## src/rtl/buf_ptr_ctrl_if.sv

```systemverilog
// Handshake and pointer bundle between the operand producer, the MAC consumer
// and the buffer pointer controller.
interface buf_ptr_ctrl_if #(
   parameter int BufferWidth = 2
);
   // Valid/ready: a word moves only in a cycle where valid and ready are both high.
   // valid must not depend on ready; ready may depend on valid.
   logic                   in_valid;
   logic                   in_ready;
   logic                   out_valid;
   logic                   out_ready;
   logic                   flush;
   logic                   wr_en;
   logic [BufferWidth-1:0] wr_ptr;
   logic [BufferWidth-1:0] rd_ptr;
   logic [BufferWidth:0]   count;
   logic                   full;
   logic                   empty;
   logic                   flush_busy;
   // Debug view of the controller state: 0 = IDLE, 1 = ACTIVE, 2 = FLUSH.
   logic [1:0]             state_dbg;

   modport master (
      output in_valid, out_ready, flush,
      input  in_ready, out_valid, wr_en, wr_ptr, rd_ptr, count,
             full, empty, flush_busy, state_dbg
   );

   modport slave (
      input  in_valid, out_ready, flush,
      output in_ready, out_valid, wr_en, wr_ptr, rd_ptr, count,
             full, empty, flush_busy, state_dbg
   );
endinterface

```

## src/rtl/buf_ptr_ctrl.sv

```systemverilog
// Read/write pointer and occupancy controller for a 2^BufferWidth-entry operand
// buffer feeding a MAC, with a one-cycle flush state.
module buf_ptr_ctrl #(
   parameter int BufferWidth = 2
) (
   input  logic          clk,
   input  logic          rst,
   buf_ptr_ctrl_if.slave bus
);
   typedef enum logic [1:0] {
      IDLE   = 2'd0,
      ACTIVE = 2'd1,
      FLUSH  = 2'd2
   } state_t;

   localparam logic [BufferWidth:0] Depth = {1'b1, {BufferWidth{1'b0}}};

   state_t                 state;
   logic [BufferWidth-1:0] wr_ptr;
   logic [BufferWidth-1:0] rd_ptr;
   logic [BufferWidth:0]   count;
   logic [BufferWidth:0]   count_next;
   logic                   full;
   logic                   empty;
   logic                   in_ready;
   logic                   out_valid;
   logic                   push;
   logic                   pop;

   assign full      = (count == Depth);
   assign empty     = (count == '0);
   // rst gates in_ready so no write strobe can escape while reset is held.
   assign in_ready  = !rst && !full && !bus.flush && (state != FLUSH);
   assign out_valid = !empty && !bus.flush && (state != FLUSH);
   assign push      = bus.in_valid && in_ready;
   assign pop       = out_valid && bus.out_ready;

   always_comb begin
      count_next = count;
      if (push && !pop) begin
         count_next = count + (BufferWidth+1)'(1);
      end else if (pop && !push) begin
         count_next = count - (BufferWidth+1)'(1);
      end
   end

   // Pointers wrap for free because the depth is a power of two.
   always_ff @(posedge clk or posedge rst) begin
      if (rst) begin
         state  <= IDLE;
         wr_ptr <= '0;
         rd_ptr <= '0;
         count  <= '0;
      end else if (bus.flush) begin
         state  <= FLUSH;
         rd_ptr <= wr_ptr;
         count  <= '0;
      end else begin
         case (state)
            FLUSH: begin
               state <= IDLE;
            end
            default: begin
               if (push) wr_ptr <= wr_ptr + BufferWidth'(1);
               if (pop)  rd_ptr <= rd_ptr + BufferWidth'(1);
               count <= count_next;
               state <= (count_next == '0) ? IDLE : ACTIVE;
            end
         endcase
      end
   end

   assign bus.in_ready   = in_ready;
   assign bus.out_valid  = out_valid;
   assign bus.wr_en      = push;
   assign bus.wr_ptr     = wr_ptr;
   assign bus.rd_ptr     = rd_ptr;
   assign bus.count      = count;
   assign bus.full       = full;
   assign bus.empty      = empty;
   assign bus.flush_busy = (state == FLUSH);
   assign bus.state_dbg  = state;
endmodule

```

## src/flat_wrapper.sv

```systemverilog
// flat-port wrapper written by rule: the top's interface ports become plain ports
module buf_ptr_ctrl_flat 
#(
   parameter int BufferWidth = 2
)
  (clk, rst, bus_in_valid, bus_out_ready, bus_flush, bus_in_ready, bus_out_valid, bus_wr_en, bus_wr_ptr, bus_rd_ptr, bus_count, bus_full, bus_empty, bus_flush_busy, bus_state_dbg);
  buf_ptr_ctrl_if #(.BufferWidth(BufferWidth)) bus_i ();
  input  logic clk;
  input  logic rst;
  input wire logic [$bits(bus_i.in_valid)-1:0] bus_in_valid;
  input wire logic [$bits(bus_i.out_ready)-1:0] bus_out_ready;
  input wire logic [$bits(bus_i.flush)-1:0] bus_flush;
  output wire logic [$bits(bus_i.in_ready)-1:0] bus_in_ready;
  output wire logic [$bits(bus_i.out_valid)-1:0] bus_out_valid;
  output wire logic [$bits(bus_i.wr_en)-1:0] bus_wr_en;
  output wire logic [$bits(bus_i.wr_ptr)-1:0] bus_wr_ptr;
  output wire logic [$bits(bus_i.rd_ptr)-1:0] bus_rd_ptr;
  output wire logic [$bits(bus_i.count)-1:0] bus_count;
  output wire logic [$bits(bus_i.full)-1:0] bus_full;
  output wire logic [$bits(bus_i.empty)-1:0] bus_empty;
  output wire logic [$bits(bus_i.flush_busy)-1:0] bus_flush_busy;
  output wire logic [$bits(bus_i.state_dbg)-1:0] bus_state_dbg;
  assign bus_i.in_valid = bus_in_valid;
  assign bus_i.out_ready = bus_out_ready;
  assign bus_i.flush = bus_flush;
  assign bus_in_ready = bus_i.in_ready;
  assign bus_out_valid = bus_i.out_valid;
  assign bus_wr_en = bus_i.wr_en;
  assign bus_wr_ptr = bus_i.wr_ptr;
  assign bus_rd_ptr = bus_i.rd_ptr;
  assign bus_count = bus_i.count;
  assign bus_full = bus_i.full;
  assign bus_empty = bus_i.empty;
  assign bus_flush_busy = bus_i.flush_busy;
  assign bus_state_dbg = bus_i.state_dbg;
  buf_ptr_ctrl #(.BufferWidth(BufferWidth)) u_core (.clk(clk), .rst(rst), .bus(bus_i));
endmodule
```

## config.mk

```make
export PLATFORM = sky130hd
export DESIGN_NAME = buf_ptr_ctrl_flat
export DESIGN_NICKNAME = d
export VERILOG_FILES = /design/src/rtl/buf_ptr_ctrl_if.sv /design/src/rtl/buf_ptr_ctrl.sv /design/src/flat_wrapper.sv
export SDC_FILE = /design/constraint.sdc
export NUM_CORES = 1
export LEC_CHECK = 0
export BUFFER_PORTS_ARGS = -buffer_cell sky130_fd_sc_hd__buf_2
export CAP_MARGIN = 25
export CELL_PAD_IN_SITES_DETAIL_PLACEMENT = 1
export CELL_PAD_IN_SITES_GLOBAL_PLACEMENT = 1
export CORE_ASPECT_RATIO = 0.7
export CORE_MARGIN = 1.5
export CORE_UTILIZATION = 25
export CTS_CLUSTER_DIAMETER = 50
export DETAILED_ROUTE_END_ITERATION = 6
export PLACE_DENSITY_LB_ADDON = 0.08
export SLEW_MARGIN = 5
export SYNTH_ARGS = -nofsm -noshare
export SYNTH_HDL_FRONTEND = slang
export SYNTH_SLANG_ARGS = --single-unit
```

## constraint.sdc

```tcl
create_clock -name clk -period 2.7 [get_ports clk]
set_clock_uncertainty 0.05 [all_clocks]
set_input_delay 0.54 -clock clk [delete_from_list [all_inputs] [get_ports clk]]
set_output_delay 0.54 -clock clk [all_outputs]
set_load 0.1 [all_outputs]
```

==> metrics.md, run 1 <==
| Metric | Value |
|---|---|
| # diodes | 0 |
| Worst Path Arrival | 1.91 ns |
| Worst-Skew Late Latency | 0.26 ns |
| Setup Fix Bufs, Post-CTS | 0 |
| R2R setup slack | 0.73 ns |
| Area contributors post-synth | dfrtp_1 (39%), xnor2_1 (9.2%), ha_1 (6.6%), mux2i_1 (5.3%), nand2b_4 (4.8%) |
| Pwr/cell area | 878.1 nW/um^2 |
| GRT Overall Usage | 0.1215 |
| Final Slew Violations | 0 |
| Clk sinks | 9 |
| Drt wl/cell | 12.13 microns |
| Antenna violations before repair | 0 |
| Asr flop ratio synth | 1.000 |
| Critical path class | flip-flop to primary output |
| Tcrit/Tclk final | 0.9252 |
| Period minus WS final | 2.498 ns |
| Cell taking the most area after synthesis | dfrtp_1 |
| RSZ-0062 raised after global routing | no |
| Post-synth top area share | 0.3939 |
| CTS tree | built |
| Internal power | 281.6 uW |
| Largest net degree at the start of global routing | 13 |
| Slew @ Worst Pin | 0.4886 ns |
| Maximum vdd ir drop | 0.0003525 V |
| Number of synthesized flops with an enable pin | 0 |
| # nets final | 85 |
| Number of I/O pins | 20 |
| Clock buffer depth | 2 |
| CP top delay family | buffers and inverters |
| Syn_area_per_cell | 10.79 sq um |
| Total power | 660.3 uW |
| Most frequent cell on the critical path | inv_1 |
| TritonCTS Buffers | 3 |
| Grt ovf | 0 |
| Count leader, synth | dfrtp_1 |
| Leakage | 0.0003845 uW |
| Total die area | 2588 sq um |
| Setup crit end kind | primary output |
| Cells after Synth | 53 |
| Die Span Y | 43.02 microns |
| Final wirelength | 1.310 mm |
| Max Used Layer | met3 |
| Crit path max fanout | 5 |
| Synth Cell Area | 571.8 sq um |
| Synth Register Bits | 9 |
| Commonest cells in the netlist | dfrtp_1 (9), xnor2_1 (6), inv_1 (5), nand2_1 (4) |
| Gate power share | 0.548 |
| First-pass DRT Iterations | 4 |
| Fillers | 264 |
| Vias per cell | 4.167 |
| Met3 Wirelength | 77 microns |
| First-pass GRT wire length | 2.256 mm |
| Layout area overhead | 31.51% |
| Yosys warns | 0 |
| Buffer and inverter count on the worst path | 3 |
| Main synth FF type | dfrtp_1 |
| Worst EP required | 2.11 ns |
| Starting DRT DRC Count | 17 |
| Post-CTS sizing | 0 |
| Switching Fraction | 0.5736 |
| Sw power | 378.7 uW |
| Gpl congestion | 0.6596 |
| Initial Util | 0.2654 |
| Critical-path cell list | inv_1 > ha_1 > a21oi_1 > nand4b_4 > inv_1 > buf_2 |
| Slew Limit Headroom | 0.6765 |
| Port bufs | 19 |
| Sequential fraction of the synthesis area | 0.3939 |
| CTS Hold Bufs | 0 |
| Final hold vios | 0 |
| Post-placement cell count | 104 |
| Std cell rows | 14 |
| Detail Placement HPWL | 1.033 mm |
| Layout cells sized above 1 | 0.4474 |
| Max-cap violations | 0 |
| Vias in the first global route | 435 |
| Post-Syn Nets | 61 |
| M1 WL | 711 microns |
| Clock Power Share | 0.158 |
| Highest Clock Rate | 0.4003 GHz |
| CP max-delay cell | buf_2 |
| HP Class | input port to asynchronous set/reset pin |
| Die width | 60.16 microns |
| Final setup viols | 0 |
| CP peak stage delay | 0.42 ns |
| Outcome | finished, final reports clean |
| Drc violations | 0 |
| Clock root cell | clkbuf_4 |
| Via count | 450 |
| Detail Route Antenna Nets | 0 |
| Met2 WL | 522 microns |
| Core Region | 2155 sq um |
| Yosys cell types | 24 |
| Seq pwr share | 0.294 |
| Startpoint Class | flip-flop |
| Htree depth | 1 |
| Post-Layout Cell Count | 108 |
| Clk slew on worst S/H paths | 0.07 ns |
[per-layer routing]
metal | track usage | up-vias
li1 | - | 221
met1 | 0.1914 | 216
met2 | 0.1522 | 13
met3 | 0.05488 | 0
met4 | 0.01333 | 0
met5 | 0 | -
[layout by cell type, fill, tap and decap left out]
cell type	netlist	final
mux2i_1	3	3
nor3_4	0	1
nand2_1	4	4
nand2b_1	1	1
o21ai_0	3	3
nor2b_4	0	1
or2b_1	1	1
o22ai_1	1	1
xnor2_1	6	6
clkbuf_4	0	3
ha_1	3	3
a21oi_1	1	1
inv_1	5	5
dfrtp_1	9	7
dfrtp_2	0	2
inv_2	1	1
mux2_1	1	1
nand4b_4	1	1
nor4_4	1	1
nand2b_4	2	2
buf_2	0	19
buf_4	0	1
nor2_1	3	2
clkbuf_1	0	1
xor2_1	1	1
a31oi_1	1	1
or4_1	1	1
nor2_2	0	1
and2_2	0	1
[layout make-up]
| type | count | area, sq um | area share |
|---|---|---|---|
| repair buffers | 20 | 102.6 | 0.1364 |
| well taps | 32 | 40.04 | 0.05324 |
| clock buffers | 4 | 26.28 | 0.03494 |
| multi-input cells | 37 | 332.8 | 0.4426 |
| inverters | 6 | 22.52 | 0.02995 |
| flip-flops and latches | 9 | 227.7 | 0.3028 |
[cells by family after synthesis]
family | Yosys count | synth area share
multiplexers | 4 | 0.07221
flip-flops | 9 | 0.3939
adder cells (fa/ha/maj) | 3 | 0.06565
buffers and inverters | 7 | 0.05908
AO/OA/AOI/OAI | 6 | 0.05689
XOR/XNOR | 7 | 0.1072
AND/OR/NAND/NOR | 17 | 0.2451
[registers in the layout (all words and copies together), names as in the netlist]
register / flops
u_core.bus.rd_ptr: 2
u_core.bus.count: 3
u_core.bus.wr_ptr: 2
u_core.bus.state_dbg: 2
[power groups by stage]
stage / Sequential (uW) / Clock, uW / Combinational [uW]
after detailed placement: 198 / 0 / 362
after global routing: 201 / 119 / 377
after floorplan: 413 / 0 / 91.1
final: 194 / 104 / 362
after CTS: 195 / 111 / 364
after global placement: 196 / 0 / 363
[final timing paths]
path | start | to | depth (start not counted)
worst min-delay path | rst | u_core.bus.state_dbg[1]$_DFF_PP0_ | 2
worst max-delay path | u_core.bus.count[1]$_DFFE_PP0P_ | bus_wr_en | 6
worst min register to register | u_core.bus.wr_ptr[1]$_DFFE_PP0P_ | u_core.bus.wr_ptr[1]$_DFFE_PP0P_ | 1
min in group clk | u_core.bus.wr_ptr[1]$_DFFE_PP0P_ | u_core.bus.wr_ptr[1]$_DFFE_PP0P_ | 1
max in group asynchronous | rst | u_core.bus.count[1]$_DFFE_PP0P_ | 2
worst max register to register | u_core.bus.count[1]$_DFFE_PP0P_ | u_core.bus.state_dbg[0]$_DFF_PP0_ | 7
[stage by stage]
| stage | utilization | setup TNS [ns] | instance area, sq um | setup WS, ns | hold WS, ns |
|---|---|---|---|---|---|
| final | 0.3490 | 0 | 752.0 | 0.2021 | 0.2364 |
| after CTS | 0.3490 | 0 | 752.0 | 0.1804 | 0.2471 |
| after detailed placement | 0.3368 | 0 | 725.7 | 0.4357 | 0.4359 |
| after global routing | 0.3490 | 0 | 752.0 | 0.05819 | 0.2712 |
| after global placement | 0.3368 | 0 | 725.7 | 0.4314 | 0.4332 |
| after floorplan | - | -0.4634 | 594.3 | -0.2424 | 0.3178 |
[worst register-to-register path: cells and delay by family (launching register included)]
family          cells  cell delay [ns]
compound gates      1             0.10
xor+xnor            1             0.17
fa+ha+maj           1             0.21
buf+inv             1             0.08
flops               1             0.40
mux                 1             0.21
simple gates        2             0.64
Note: power is estimated with default switching activity, not from simulation.
==> run 2, diff against run 1 <==
--- a/config.mk
+++ b/config.mk
@@ -9,7 +9,6 @@
 export CAP_MARGIN = 25
 export CELL_PAD_IN_SITES_DETAIL_PLACEMENT = 1
 export CELL_PAD_IN_SITES_GLOBAL_PLACEMENT = 1
-export CORE_ASPECT_RATIO = 0.7
 export CORE_MARGIN = 1.5
 export CORE_UTILIZATION = 25
 export CTS_CLUSTER_DIAMETER = 50
==> run 2 against run 1 <==
  * First-iteration DRC count shrank 71%
  * Sequential share of layout area grew 0.51 points
  * Combinational power hardly changed
  * Design area shrank 1.7%
  * Highest routed layer is now met4
  * Core utilization fell by 1.1 points
  * Die area shrank 0.18%
  * Wire length rose by 0.23%
  * Sequential cell count is the same
  * Critical path depth unchanged
  * Final cell count is 4.6% lower
  * Non-clock buffer count fell by 1
==> metrics.md, run 2 (synthesis gave the netlist of run 1 again) <==
| Metric | Value |
|---|---|
| Outcome | finished, final reports clean |
| Detail Placement HPWL | 1.074 mm |
| Layout cells sized above 1 | 0.4400 |
| Commonest non-fill, non-tap cell in the layout | buf_2 |
| Crit path max fanout | 5 |
| Tcrit/Tclk final | 0.9186 |
| Setup crit end kind | primary output |
| Startpoint Class | flip-flop |
| Clock root cell | clkbuf_4 |
| Setup Fix Bufs, Post-CTS | 0 |
| Post-placement cell count | 99 |
| Worst-Skew Late Latency | 0.26 ns |
| Slew Limit Headroom | 0.6770 |
| CTS tree | built |
| Port bufs | 19 |
| Drc violations | 0 |
| Core Region | 2191 sq um |
| Critical path class | flip-flop to primary output |
| Clock buffer depth | 2 |
| Starting DRT DRC Count | 5 |
| Max Used Layer | met4 |
| First-pass GRT wire length | 2.311 mm |
| Std cell rows | 17 |
| Largest net degree at the start of global routing | 13 |
| Final hold vios | 0 |
| Maximum vdd ir drop | 0.0005129 V |
| Drt wl/cell | 12.75 microns |
| GRT Overall Usage | 0.1251 |
| Clk sinks | 9 |
| Post-CTS sizing | 0 |
| Fillers | 265 |
| Largest register FFs | 3 |
| Period minus WS final | 2.480 ns |
| Max-cap violations | 0 |
| Final Slew Violations | 0 |
| Layout area overhead | 29.32% |
| M1 WL | 630 microns |
| Post-Layout Cell Count | 103 |
| Vias per cell | 4.301 |
| TritonCTS Buffers | 3 |
| Highest Clock Rate | 0.4032 GHz |
| HP Class | input port to asynchronous set/reset pin |
| Slew @ Worst Pin | 0.4879 ns |
| Dpl cell area | 713.2 sq um |
| Htree depth | 1 |
| First-pass DRT Iterations | 4 |
| Critical-path cell list | inv_1 > ha_1 > a21oi_1 > nand4b_4 > inv_1 > buf_2 |
| CP peak stage delay | 0.42 ns |
| Initial Util | 0.2610 |
| Pwr/cell area | 890.4 nW/um^2 |
| Setup TNS | 0 ns |
| Clk slew on worst S/H paths | 0.07 ns |
| Worst Path Arrival | 1.89 ns |
| Most frequent cell on the critical path | inv_1 |
| Number of I/O pins | 20 |
| Gpl congestion | 0.6915 |
| Detail Route Antenna Nets | 0 |
| WHS | 0.2309 ns |
| Finished Cell Area | 739.5 sq um |
| CP max-delay cell | buf_2 |
| Met2 WL | 597 microns |
| Via count | 443 |
| CTS Hold Bufs | 0 |
| Reg with most FFs | u_core.bus.count |
| Vias in the first global route | 468 |
| Final setup viols | 0 |
| RSZ-0062 raised after global routing | no |
| Antenna violations before repair | 0 |
| Commonest cells after routing, fill and taps aside | buf_2 (19), dfrtp_1 (7), xnor2_1 (6), inv_1 (5), nand2_1 (4) |
| # diodes | 0 |
| Total power | 658.4 uW |
| Die width | 50.83 microns |
| Grt ovf | 0 |
| Worst EP required | 2.11 ns |
| Final wirelength | 1.313 mm |
| # nets final | 84 |
| Leakage | 0.0003790 uW |
| Met3 Wirelength | 72 microns |
| Die Span Y | 50.83 microns |
| Total die area | 2583 sq um |
## run 2: final timing paths
kind                                                   from                               end  slack (ns)  depth (start not counted)
setup / recovery            u_core.bus.count[1]$_DFFE_PP0P_                         bus_wr_en        0.22                          6
hold / removal                                          rst  u_core.bus.rd_ptr[1]$_DFFE_PP0P_        0.23                          2
setup reg to reg            u_core.bus.count[1]$_DFFE_PP0P_   u_core.bus.count[1]$_DFFE_PP0P_        0.67                          7
hold reg to reg            u_core.bus.wr_ptr[1]$_DFFE_PP0P_  u_core.bus.wr_ptr[1]$_DFFE_PP0P_        0.45                          1
max in group asynchronous                               rst   u_core.bus.count[0]$_DFFE_PP0P_        2.08                          2
min in group clk           u_core.bus.wr_ptr[1]$_DFFE_PP0P_  u_core.bus.wr_ptr[1]$_DFFE_PP0P_        0.45                          1
## run 2: worst max-delay path: cells and delay by family, from the launching register on
kind	cells	cell delay (ns)
flops	1	0.39
fa+ha+maj	1	0.21
buf+inv	3	0.61
compound gates	1	0.24
simple gates	1	0.18
## run 2: report_power, final
group          internal [uW]  switching, uW
logic                   59.2            302
clock network           57.0           48.4
registers                165           27.2
## run 2: per-stage QoR
step	setup slack, ns	util
after CTS	0.2022	0.3375
after floorplan	-0.2424	-
after global routing	0.08267	0.3375
after global placement	0.4267	0.3255
after detailed placement	0.4227	0.3255
final	0.2197	0.3375
## run 2: layout make-up
| cell class | count | area, sq um | share of cell area |
|---|---|---|---|
| Multi-Input combinational cell | 37 | 332.8 | 0.4501 |
| Clock buffer | 4 | 26.28 | 0.03553 |
| Sequential cell | 9 | 227.7 | 0.3080 |
| Timing Repair Buffer | 19 | 95.09 | 0.1286 |
| Inverter | 6 | 22.52 | 0.03046 |
| Tap cell | 28 | 35.03 | 0.04738 |
## run 2: routing by layer
layer / up-vias / track usage
met4: 0 / 0.05405
met3: 2 / 0.03801
met1: 210 / 0.1761
met5: - / 0
met2: 14 / 0.1754
li1: 217 / -
==> run 3, diff against run 2 <==
--- a/config.mk
+++ b/config.mk
@@ -10,7 +10,7 @@
 export CELL_PAD_IN_SITES_DETAIL_PLACEMENT = 1
 export CELL_PAD_IN_SITES_GLOBAL_PLACEMENT = 1
 export CORE_MARGIN = 1.5
-export CORE_UTILIZATION = 25
+export CORE_UTILIZATION = 35
 export CTS_CLUSTER_DIAMETER = 50
 export DETAILED_ROUTE_END_ITERATION = 6
 export PLACE_DENSITY_LB_ADDON = 0.08
==> run 3 against run 2 <==
  * Sequential power barely moved
  * Maximum frequency barely moved
  * Non-clock buffer count rose by 1
  * Largest cell class unchanged
==> metrics.md, run 3 (synthesis gave the netlist of run 1 again) <==
| Metric | Value |
|---|---|
| GRT busiest layer | met1 |
| TritonCTS Buffers | 3 |
| R2R setup slack | 0.74 ns |
| First-pass DRT Iterations | 2 |
| Maximum vdd ir drop | 0.0007924 V |
| Commonest non-fill, non-tap cell in the layout | buf_2 |
| FF-to-FF path depth | 8 |
| Setup slack after layout | 0.2217 ns |
| Vias in the first global route | 421 |
| Detail Route Antenna Nets | 0 |
| First-pass GRT wire length | 2.014 mm |
| Pwr/cell area | 894.6 nW/um^2 |
| Drc violations | 0 |
| Total die area | 1885 sq um |
| Dpl cell area | 705.7 sq um |
| RR Startpoint | u_core.bus.count[1]$_DFFE_PP0P_ |
| CP top delay family | buffers and inverters |
| Met1 usage | 0.2237 |
| WHS | 0.2306 ns |
| # diodes | 0 |
| GR met3 Demand/Resource | 0.07500 |
| Reg with most FFs | u_core.bus.count |
| Commonest cells after routing, fill and taps aside | buf_2 (19), dfrtp_1 (7), xnor2_1 (6), inv_1 (5), nand2_1 (4) |
| Detail Placement HPWL | 945.9 microns |
| Clock root cell | clkbuf_4 |
| Max-cap violations | 0 |
| Setup crit end kind | primary output |
| Die width | 43.42 microns |
| Htree depth | 1 |
| Vias per cell | 4.783 |
| Period minus WS final | 2.478 ns |
| CP Launch Point | u_core.bus.count[1]$_DFFE_PP0P_ |
| # nets final | 85 |
| CTS tree | built |
| Startpoint Class | flip-flop |
| Setup Fix Bufs, Post-CTS | 0 |
| Post-CTS sizing | 0 |
| CP max-delay cell | buf_2 |
| Critical path class | flip-flop to primary output |
| Seq pwr share | 0.296 |
| Clk slew on worst S/H paths | 0.06 ns |
| Die Span Y | 43.42 microns |
| Std cell rows | 14 |
| Sw power | 373.3 uW |
| Finished Cell Area | 732.0 sq um |
| Starting DRT DRC Count | 2 |
| Largest net degree at the start of global routing | 13 |
| Final Slew Violations | 0 |
| Worst-Skew Late Latency | 0.25 ns |
| Worst path depth | 6 |
| Gate power share | 0.551 |
| Most frequent cell on the critical path | inv_1 |
| Leakage | 0.0003845 uW |
| GRT met2 Usage | 0.2060 |
| Worst Setup EP | bus_wr_en |
| Port bufs | 19 |
| CTS Hold Bufs | 0 |
| Drt wl/cell | 12.67 microns |
| RSZ-0062 raised after global routing | no |
| Internal power | 281.5 uW |
| Number of I/O pins | 20 |
| FF-to-FF End | u_core.bus.count[1]$_DFFE_PP0P_ |
| Antenna violations before repair | 0 |
| Layout area overhead | 28.01% |
| Grt ovf | 0 |
| Slew Limit Headroom | 0.6770 |
| Switching Fraction | 0.5701 |
| Worst Path Arrival | 1.89 ns |
| Clock Power Share | 0.153 |
| Largest register FFs | 3 |
| Gpl congestion | 0.7000 |
| Final setup viols | 0 |
| Layout cells sized above 1 | 0.4474 |
| Highest Clock Rate | 0.4035 GHz |
| Tcrit/Tclk final | 0.9179 |
| Final hold vios | 0 |
| Buffer and inverter count on the worst path | 3 |
| HP Class | input port to asynchronous set/reset pin |
| Crit path max fanout | 5 |
| Placement Setup Slack | 0.4484 ns |
| CP peak stage delay | 0.42 ns |
| GRT Overall Usage | 0.1489 |
| Fillers | 187 |
| Worst EP required | 2.11 ns |
| Slew @ Worst Pin | 0.4879 ns |
| Critical-path cell list | inv_1 > ha_1 > a21oi_1 > nand4b_4 > inv_1 > buf_2 |
| Clock buffer depth | 2 |
| Via count | 440 |
| Outcome | finished, final reports clean |
| Final wirelength | 1.166 mm |
| Initial Util | 0.3752 |
| Core Region | 1524 sq um |
| Clk sinks | 9 |
-- run 3: final cells by class --
cell class	count	area, sq um	area share
inverters	6	22.52	0.03077
clock buffers	4	26.28	0.03590
well taps	16	20.02	0.02735
multi-input cells	37	332.8	0.4547
flip-flops and latches	9	227.7	0.3111
repair buffers	20	102.6	0.1402
-- run 3: worst min path at each step --
stage	startpoint	to	slack, ns
6_report	rst	u_core.bus.wr_ptr[0]$_DFFE_PP0P_	0.23
5_1_grt	rst	u_core.bus.state_dbg[0]$_DFF_PP0_	0.26
2_1_floorplan	rst	u_core.bus.count[2]$_DFFE_PP0P_	0.32
3_5_place_dp	u_core.bus.wr_ptr[1]$_DFFE_PP0P_	u_core.bus.wr_ptr[1]$_DFFE_PP0P_	0.45
3_3_place_gp	u_core.bus.wr_ptr[1]$_DFFE_PP0P_	u_core.bus.wr_ptr[1]$_DFFE_PP0P_	0.45
4_1_cts	rst	u_core.bus.rd_ptr[0]$_DFFE_PP0P_	0.24
-- run 3: power groups by stage --
stage / clock network (uW) / logic, uW / registers [uW]
after floorplan: 0 / 91.1 / 413
after global placement: 0 / 361 / 196
after detailed placement: 0 / 362 / 197
after CTS: 104 / 363 / 195
after global routing: 117 / 375 / 199
final: 100 / 361 / 194
-- run 3: metal layers --
layer,wire length [microns],vias up
met3,95,0
li1,-,219
met1,594,204
met2,476,17
met4,0,0
met5,0,-
-- run 3: per-stage QoR --
| stage | total power (uW) | utilization | instances | TNS (ns) |
|---|---|---|---|---|
| finish | 654.8 | 0.4803 | 92 | 0 |
| global route | 691.0 | 0.4803 | 92 | 0 |
| CTS | 661.8 | 0.4803 | 92 | 0 |
| detailed placement | 558.9 | 0.4631 | 88 | 0 |
| global placement | 557.4 | 0.4631 | 88 | 0 |
| floorplan | 504.1 | - | 53 | -0.4634 |
